**config.mk**
```make
export PLATFORM = sky130hd
export DESIGN_NAME = rom_arbiter
export DESIGN_NICKNAME = d
export VERILOG_FILES = /design/src/rtl/rom_arbiter.sv
export SDC_FILE = /design/constraint.sdc
export NUM_CORES = 1
export LEC_CHECK = 0
export CAP_MARGIN = 10
export CORE_ASPECT_RATIO = 0.9
export CORE_MARGIN = 2
export CORE_UTILIZATION = 33
export CTS_BUF_LIST = sky130_fd_sc_hd__clkbuf_2 sky130_fd_sc_hd__clkbuf_4 sky130_fd_sc_hd__clkbuf_8
export DETAILED_ROUTE_END_ITERATION = 16
export PLACE_DENSITY_LB_ADDON = 0.08
export SLEW_MARGIN = 0
export SYNTH_ARGS = -nofsm -noshare
export SYNTH_HDL_FRONTEND = slang
export SYNTH_SLANG_ARGS = --single-unit
```
**constraint.sdc**
```tcl
create_clock -name clk -period 5.5 [get_ports clk]
set_clock_uncertainty 0.15 [all_clocks]
set_input_delay 1.1 -clock clk [delete_from_list [all_inputs] [get_ports clk]]
set_output_delay 1.1 -clock clk [all_outputs]
set_load 0.02 [all_outputs]
```
**src/rtl/rom_arbiter.sv**
```systemverilog
// rom_arbiter
//   Shares the single-port synchronous instruction ROM between the fetch
//   path (i_*) and the data-bus load path (d_*). At most one ROM read is
//   issued per cycle; on conflict the port that did not win last time is
//   granted. Read data (1-cycle latency) is steered back to the port that
//   issued the read.
//
// Ports
//   clk, rst_n            core clock, asynchronous active-low reset
//   i_req/i_addr/i_flush  fetch request, word address, fetch redirect
//   i_gnt/i_rvalid/i_rdata fetch grant (combinational), response valid/data
//   d_req/d_addr          data-bus read request and word address
//   d_gnt/d_rvalid/d_rdata data grant (combinational), response valid/data
//   rom_rd_en/rom_addr    ROM read strobe and word address
//   rom_rd_data           ROM data, valid the cycle after rom_rd_en
//   conflict_cnt          saturating count of both-requesting cycles
module rom_arbiter #(
  parameter int ROM_ADDR_WIDTH = 10,
  parameter int CNT_WIDTH      = 16
) (
  input  logic                      clk,
  input  logic                      rst_n,
  input  logic                      i_req,
  input  logic [ROM_ADDR_WIDTH-1:0] i_addr,
  input  logic                      i_flush,
  output logic                      i_gnt,
  output logic                      i_rvalid,
  output logic [31:0]               i_rdata,
  input  logic                      d_req,
  input  logic [ROM_ADDR_WIDTH-1:0] d_addr,
  output logic                      d_gnt,
  output logic                      d_rvalid,
  output logic [31:0]               d_rdata,
  output logic                      rom_rd_en,
  output logic [ROM_ADDR_WIDTH-1:0] rom_addr,
  input  logic [31:0]               rom_rd_data,
  output logic [CNT_WIDTH-1:0]      conflict_cnt
);

  localparam logic PORT_I = 1'b0;
  localparam logic PORT_D = 1'b1;

  localparam logic [CNT_WIDTH-1:0] CNT_ONE = {{(CNT_WIDTH-1){1'b0}}, 1'b1};
  localparam logic [CNT_WIDTH-1:0] CNT_MAX = {CNT_WIDTH{1'b1}};

  logic                 last_gnt_q, last_gnt_d;
  logic                 resp_valid_q, resp_valid_d;
  logic                 resp_port_q, resp_port_d;
  logic [CNT_WIDTH-1:0] conflict_cnt_q, conflict_cnt_d;

  logic i_eff_s;
  logic both_s;
  logic i_gnt_s;
  logic d_gnt_s;

  // Grant selection and ROM request drive; depends only on req/flush/last_gnt.
  always_comb begin
    i_eff_s   = i_req & ~i_flush;
    both_s    = i_eff_s & d_req;
    i_gnt_s   = 1'b0;
    d_gnt_s   = 1'b0;
    rom_rd_en = 1'b0;
    rom_addr  = {ROM_ADDR_WIDTH{1'b0}};

    if (both_s) begin
      // Round-robin: the port that lost (or did not use) the last grant wins.
      if (last_gnt_q == PORT_D) begin
        i_gnt_s = 1'b1;
      end else begin
        d_gnt_s = 1'b1;
      end
    end else if (i_eff_s) begin
      i_gnt_s = 1'b1;
    end else if (d_req) begin
      d_gnt_s = 1'b1;
    end else begin
      i_gnt_s = 1'b0;
      d_gnt_s = 1'b0;
    end

    if (i_gnt_s) begin
      rom_rd_en = 1'b1;
      rom_addr  = i_addr;
    end else if (d_gnt_s) begin
      rom_rd_en = 1'b1;
      rom_addr  = d_addr;
    end else begin
      rom_rd_en = 1'b0;
      rom_addr  = {ROM_ADDR_WIDTH{1'b0}};
    end
  end

  assign i_gnt = i_gnt_s;
  assign d_gnt = d_gnt_s;

  // Next-state for arbitration history, pending response and conflict counter.
  always_comb begin
    last_gnt_d     = last_gnt_q;
    resp_valid_d   = 1'b0;
    resp_port_d    = resp_port_q;
    conflict_cnt_d = conflict_cnt_q;

    if (i_gnt_s | d_gnt_s) begin
      last_gnt_d   = d_gnt_s ? PORT_D : PORT_I;
      resp_valid_d = 1'b1;
      resp_port_d  = d_gnt_s ? PORT_D : PORT_I;
    end else begin
      resp_valid_d = 1'b0;
    end

    if (both_s && (conflict_cnt_q != CNT_MAX)) begin
      conflict_cnt_d = conflict_cnt_q + CNT_ONE;
    end else begin
      conflict_cnt_d = conflict_cnt_q;
    end
  end

  // State registers; reset leaves last_gnt on data so fetch wins first conflict.
  always_ff @(posedge clk or negedge rst_n) begin
    if (!rst_n) begin
      last_gnt_q     <= PORT_D;
      resp_valid_q   <= 1'b0;
      resp_port_q    <= PORT_I;
      conflict_cnt_q <= {CNT_WIDTH{1'b0}};
    end else begin
      last_gnt_q     <= last_gnt_d;
      resp_valid_q   <= resp_valid_d;
      resp_port_q    <= resp_port_d;
      conflict_cnt_q <= conflict_cnt_d;
    end
  end

  // Response steering; a flush kills a pending fetch response in the same cycle.
  always_comb begin
    i_rvalid = resp_valid_q & (resp_port_q == PORT_I) & ~i_flush;
    d_rvalid = resp_valid_q & (resp_port_q == PORT_D);

    if (i_rvalid) begin
      i_rdata = rom_rd_data;
    end else begin
      i_rdata = 32'h0000_0000;
    end

    if (d_rvalid) begin
      d_rdata = rom_rd_data;
    end else begin
      d_rdata = 32'h0000_0000;
    end
  end

  assign conflict_cnt = conflict_cnt_q;

endmodule

```
Yosys cells after proc, flatten, opt, wreduce, memory -nomap -nowiden

Index checks and enable logic that the tools add are counted.

Bits in registers: 19
Input bits: 57
Word-level logic and storage cells: 29
Output and inout bits: 95

Bitwise logic cells: 8
Mux-type cells: 14
Add/subtract/negate cells: 1
Eq/ne operators: 1
Reduce and logical (&&, ||, !) cells: 1

Operator list:

| cell                                          | count |
|---|---|
| 2-to-1 mux 32 bit                             | 2 |
| 2-to-1 mux 10 bit                             | 2 |
| adder 16 x 1 -> 16 bit, second input constant | 1 |
| inequality test 16 bit, second input constant | 1 |
| 2-to-1 mux 1 bit                              | 10 |
| bitwise AND 1 bit                             | 5 |
| NOT 1 bit                                     | 2 |
| logical AND 1 bit                             | 1 |
| OR 1 bit                                      | 1 |

Longest topological paths before layout

Word-level depth: 6
Depth in mapped cells: 6
Gate-level depth less buffers: 5

Worst setup path before layout

OpenSTA, ideal clock, no wires.

Path kind: input-to-output
Start point: input i_flush
End point: output rom_addr[2]
Stages on the path: 6
Data arrival time: 2146 ps
Buffers on the path: 1
Slack: 2104 ps
Data required time: 4250 ps
Path through: nand2b_1 > nand2b_1 > inv_1 > clkbuf_1 > nand2_1 > nand2_1

Elaborated cells between the ends (all ways): 9
Those cells by class: mux (6); bitwise (3)

RTL lines:

| what                                                         | line   | source |
|---|---|---|
| from (decl)                                                  | 25     | `input logic i_flush,` |
| NOT 1 bit (*)                                                | 58     | `i_eff_s = i_req & ~i_flush;` |
| bitwise AND 1 bit (*)                                        | 58     |  |
| 2-to-1 mux 1 bit / bitwise AND 1 bit (equally long branches) | 72, 59 |  |
| 2-to-1 mux 1 bit (*)                                         | 65     | `if (both_s) begin` |
| via i_gnt                                                    | 26     | `output logic i_gnt,` |
| 2-to-1 mux 10 bit (*)                                        | 81     | `if (i_gnt_s) begin` |
| to (decl)                                                    | 35     | `output logic [ROM_ADDR_WIDTH-1:0] rom_addr,` |

The timed path passes the listed nets; every way through them passes the cells marked *.

Worst setup path after layout

Start point: input d_req
End point: output rom_addr[8]

Longest elaborated chain between the ends: 5
Elaborated cells between the ends (all ways): 7
Those cells by class: mux (6); bitwise (1)

RTL lines:

| what                  | line | source |
|---|---|---|
| from (decl)           | 29   | `input logic d_req,` |
| 2-to-1 mux 1 bit      | 74   | `end else if (d_req) begin` |
| 2-to-1 mux 1 bit      | 72   | `end else if (i_eff_s) begin` |
| 2-to-1 mux 1 bit      | 65   |  |
| 2-to-1 mux 10 bit     | 84   | `end else if (d_gnt_s) begin` |
| 2-to-1 mux 10 bit (*) | 81   |  |

Every way passes the cells marked *; elsewhere a longest branch is shown, timed or not.

==> results.txt <==
* Remaining number of nets flagged by the antenna check after routing: 0
- Critical path's slowest cell: sky130_fd_sc_hd__clkdlybuf4s50_1
- Final-report max-slew violation count: 0
- Cells after synthesis: roughly 200
- Leaving out filler cells and counting taps, the final layout contains about 400.
- The final layout contains routed wiring with a total length of roughly 5700 um.
* Diode count: 0
- The library cell used most frequently in the layout, excluding fill and tap cells, is sky130_fd_sc_hd__clkdlybuf4s50_1.
- Detailed placement ended at an HPWL of around 4600 um.
* Top-Level Pins: about 150
- For this design, the CTS-stage hold fixing added 0 buffers.
* RSZ-0062 raised after global routing: false
* Net count reported at finish: around 400
- Clock latency on the worst-skew pair: 250 ps
- Critical path peak fanout: 17
- Count of distinct cell types in the synthesized netlist: 32
- The die is roughly 76 um wide.
* Setup Total Neg Slack: 0 ps
- Starting Density: approximately a third
* Iter 0 DRT Violations: 64
- Minimum clock period: between 4000 and 5000 ps
* Number of enable flip-flop cells after synthesis: 0
- Together, buffers and inverters on the worst path number 3.
* Row count: 23
* Signed area change from the synthesized netlist to the final layout: 105.3%
- Initial antenna violation count: 0
* Worst stage delay on the critical path: 670 ps
- Pre-antenna DRT Iters: 4
- Final weighted congestion in routability-driven placement: between 0.8 and 0.9
* Total power: ~0.00060 W
- Static Leak: ~1.4 nW
* Cell at the root of the clock tree: sky130_fd_sc_hd__clkbuf_8
- Die Footprint: 5174 sq um
- Placed instance count: slightly below 400
* Number of global-route vias before repair: ~1,700
- DIE HEIGHT: between 60 and 70 um
- Average size of a mapped cell: 7.809 sq um
- Among all flip-flop cells after synthesis, the most frequent one is sky130_fd_sc_hd__dfrtp_1.
* Worst-margin pin slew: between 800 and 900 ps
* Area inside the core boundary: 4461 sq um
- TritonCTS clock tree: done
- In this run, CTS created clock tree buffers numbering 3.
* Post-Synthesis Net Count: approximately 250
* # port buffers: 151
- Wire length of the first global-routing pass: between 8000 and 9000 um
* Chain of cells forming the critical path: clkdlybuf4s50_1, nand2b_1, nand2b_1, inv_1, nand2_1, nand2_1, clkdlybuf4s50_1
- IR analysis of the VDD net gives a maximum drop of about 0.00018 V.
* Combined area of all synthesized cells: approximately 1500 sq um
- After clock tree synthesis, the clock-pin slew on the worst setup and hold paths is around 70 ps.
* Critical path type: in -> out
- The run finished with clean final reports.
- Dividing the detail-routed via count by the number of cells gives approximately 4.8.
- Maximum number of pins on one net before global-route repair: 36
- Global route overflow: 0
- Synthesis warning total: 0
* Layout Utilization: 70.07%
- After filler insertion, the fill cell instance count of the layout stands at approximately 380.
- Share of final-layout standard cells stronger than drive strength 1: under 10%
- The total count of hold-check failures in the final report came to 0.
- After layout, the worst path uses between 80% and 90% of the clock period.
- Power spread over the standard cell area amounts to roughly 190 nW/um^2.
* Sequential share of the synthesized area: a little under a third
- Maximum level of the CTS H-tree: 1
* Synthesis-stage register bit count: 19
* Area of all placed cells without fillers: around 3100 sq um
- Required time of the critical path: around 4300 ps
- Class of the tightest hold or removal check: reg -> reg
* Max Fclk: approximately 220 MHz
* Slack of the worst reg-to-reg path: about 3400 ps
* Arrival time at the worst endpoint: between 3000 and 4000 ps
- The tool flagged a number of max-cap violations equal to 0.
* Crit end category: primary output
- After detailed routing, the average wire length per cell comes to ~14 um.
- Global routing used between 20% and 30% of the available tracks.
- DR DRC count: 0
- Post-CTS setup buffers: 0
- Setup Viol. Count Final: 0
- Grouping stages by cell kind, the critical path spends the most delay in buffers and inverters.
- The worst setup path is launched from an input port.
* Number of cells upsized or downsized after cts: 0
* Number of buffers on the longest clock path: 2
- Leaving out fill and tap cells, the most frequent cells in the layout are 151 x sky130_fd_sc_hd__clkdlybuf4s50_1, 34 x sky130_fd_sc_hd__and2_1, 33 x sky130_fd_sc_hd__and3_1.
- After detailed placement, the total cell area comes to approximately 3100 sq um.
- In the synthesized netlist the async set-or-reset flop fraction comes to 100.0%.
- Detailed routing inserted a total of approximately 1,900 vias.
- Relative slew margins: 43.12%
* Count of clock tree sinks: 19
## state kept, by name (all words and copies together), names as in the netlist
signal and flops:
last_gnt_q 1, resp_port_q 1, conflict_cnt 16, resp_valid_q 1
## cell usage after synthesis (3+ instances only)
cell	count	share of area, %
sky130_fd_sc_hd__and2_1	34	14
sky130_fd_sc_hd__and3_1	33	14
sky130_fd_sc_hd__clkbuf_1	12	3.0
sky130_fd_sc_hd__dfrtp_1	18	30
sky130_fd_sc_hd__nand2_1	27	6.7
sky130_fd_sc_hd__nand2b_1	5	2.1
sky130_fd_sc_hd__nand3_1	15	4.9
sky130_fd_sc_hd__nand4_1	3	1.2
sky130_fd_sc_hd__nor2_1	6	1.5
sky130_fd_sc_hd__nor3_1	8	2.6
sky130_fd_sc_hd__xnor2_1	3	1.7
sky130_fd_sc_hd__xor2_1	9	5.2
## layer usage
layer	share of wire (%)	up-vias	GRT usage (%)
met2	50	89	36.41
met3	8.4	6	5.302
met1	40	871	25.83
met4	0.90	0	2.632
met5	0	-	0
li1	-	958	-
## cells by family after synthesis
kind of cell               count (synthesis)  share of synthesized area [%]
buffers and inverters                     14                          3.451
DFF                                       19                          31.31
and+or+nand+nor                          143                          54.40
muxes                                      2                          1.725
xor gates and xnor gates                  12                          6.903
adders and majority gates                  1                         0.8216
AOI/OAI and AO/OA                          4                          1.397
## final timing paths
kind	start	to	cells past startpoint
min in group asynchronous	rst_n	conflict_cnt[5]	1
worst max-delay path	d_req	rom_addr[8]	7
max in group asynchronous	rst_n	resp_port_q	1
worst min register to register	last_gnt_q	last_gnt_q	2
worst max register to register	conflict_cnt[0]	conflict_cnt[1]	5
worst min-delay path	last_gnt_q	last_gnt_q	2
## final cells by class
cell class | instances | area, sq um | area share (%)
Multi-Input combinational cell | 162 | 998.5 | 31.95
Clock inverter | 1 | 5.005 | 0.1601
Inverter | 2 | 7.507 | 0.2402
Clock buffer | 3 | 41.29 | 1.321
Sequential cell | 19 | 476.7 | 15.25
Tap cell | 62 | 77.57 | 2.482
Timing Repair Buffer | 152 | 1519 | 48.60
## per-stage QoR
stage / hold slack (ps) / worst slack [ps]
floorplan: 311.6 / 2104
global placement: 326.6 / 1032
detailed placement: 329.0 / 888.8
CTS: 340.8 / 880.8
global route: 373.5 / 666.5
finish: 343.2 / 882.7
## tightest hold or removal path, delay by kind of cell, from the launching register on
family,cells,cell delay [ps]
flops,1,370
simple gates,2,130
## report_power, final
part / internal, W / switching, W
clock network: 0.0000503 / 0.0000463
logic: 0.000161 / 0.000136
registers: 0.000161 / 0.0000423
Power figures use the tool's default switching activity.
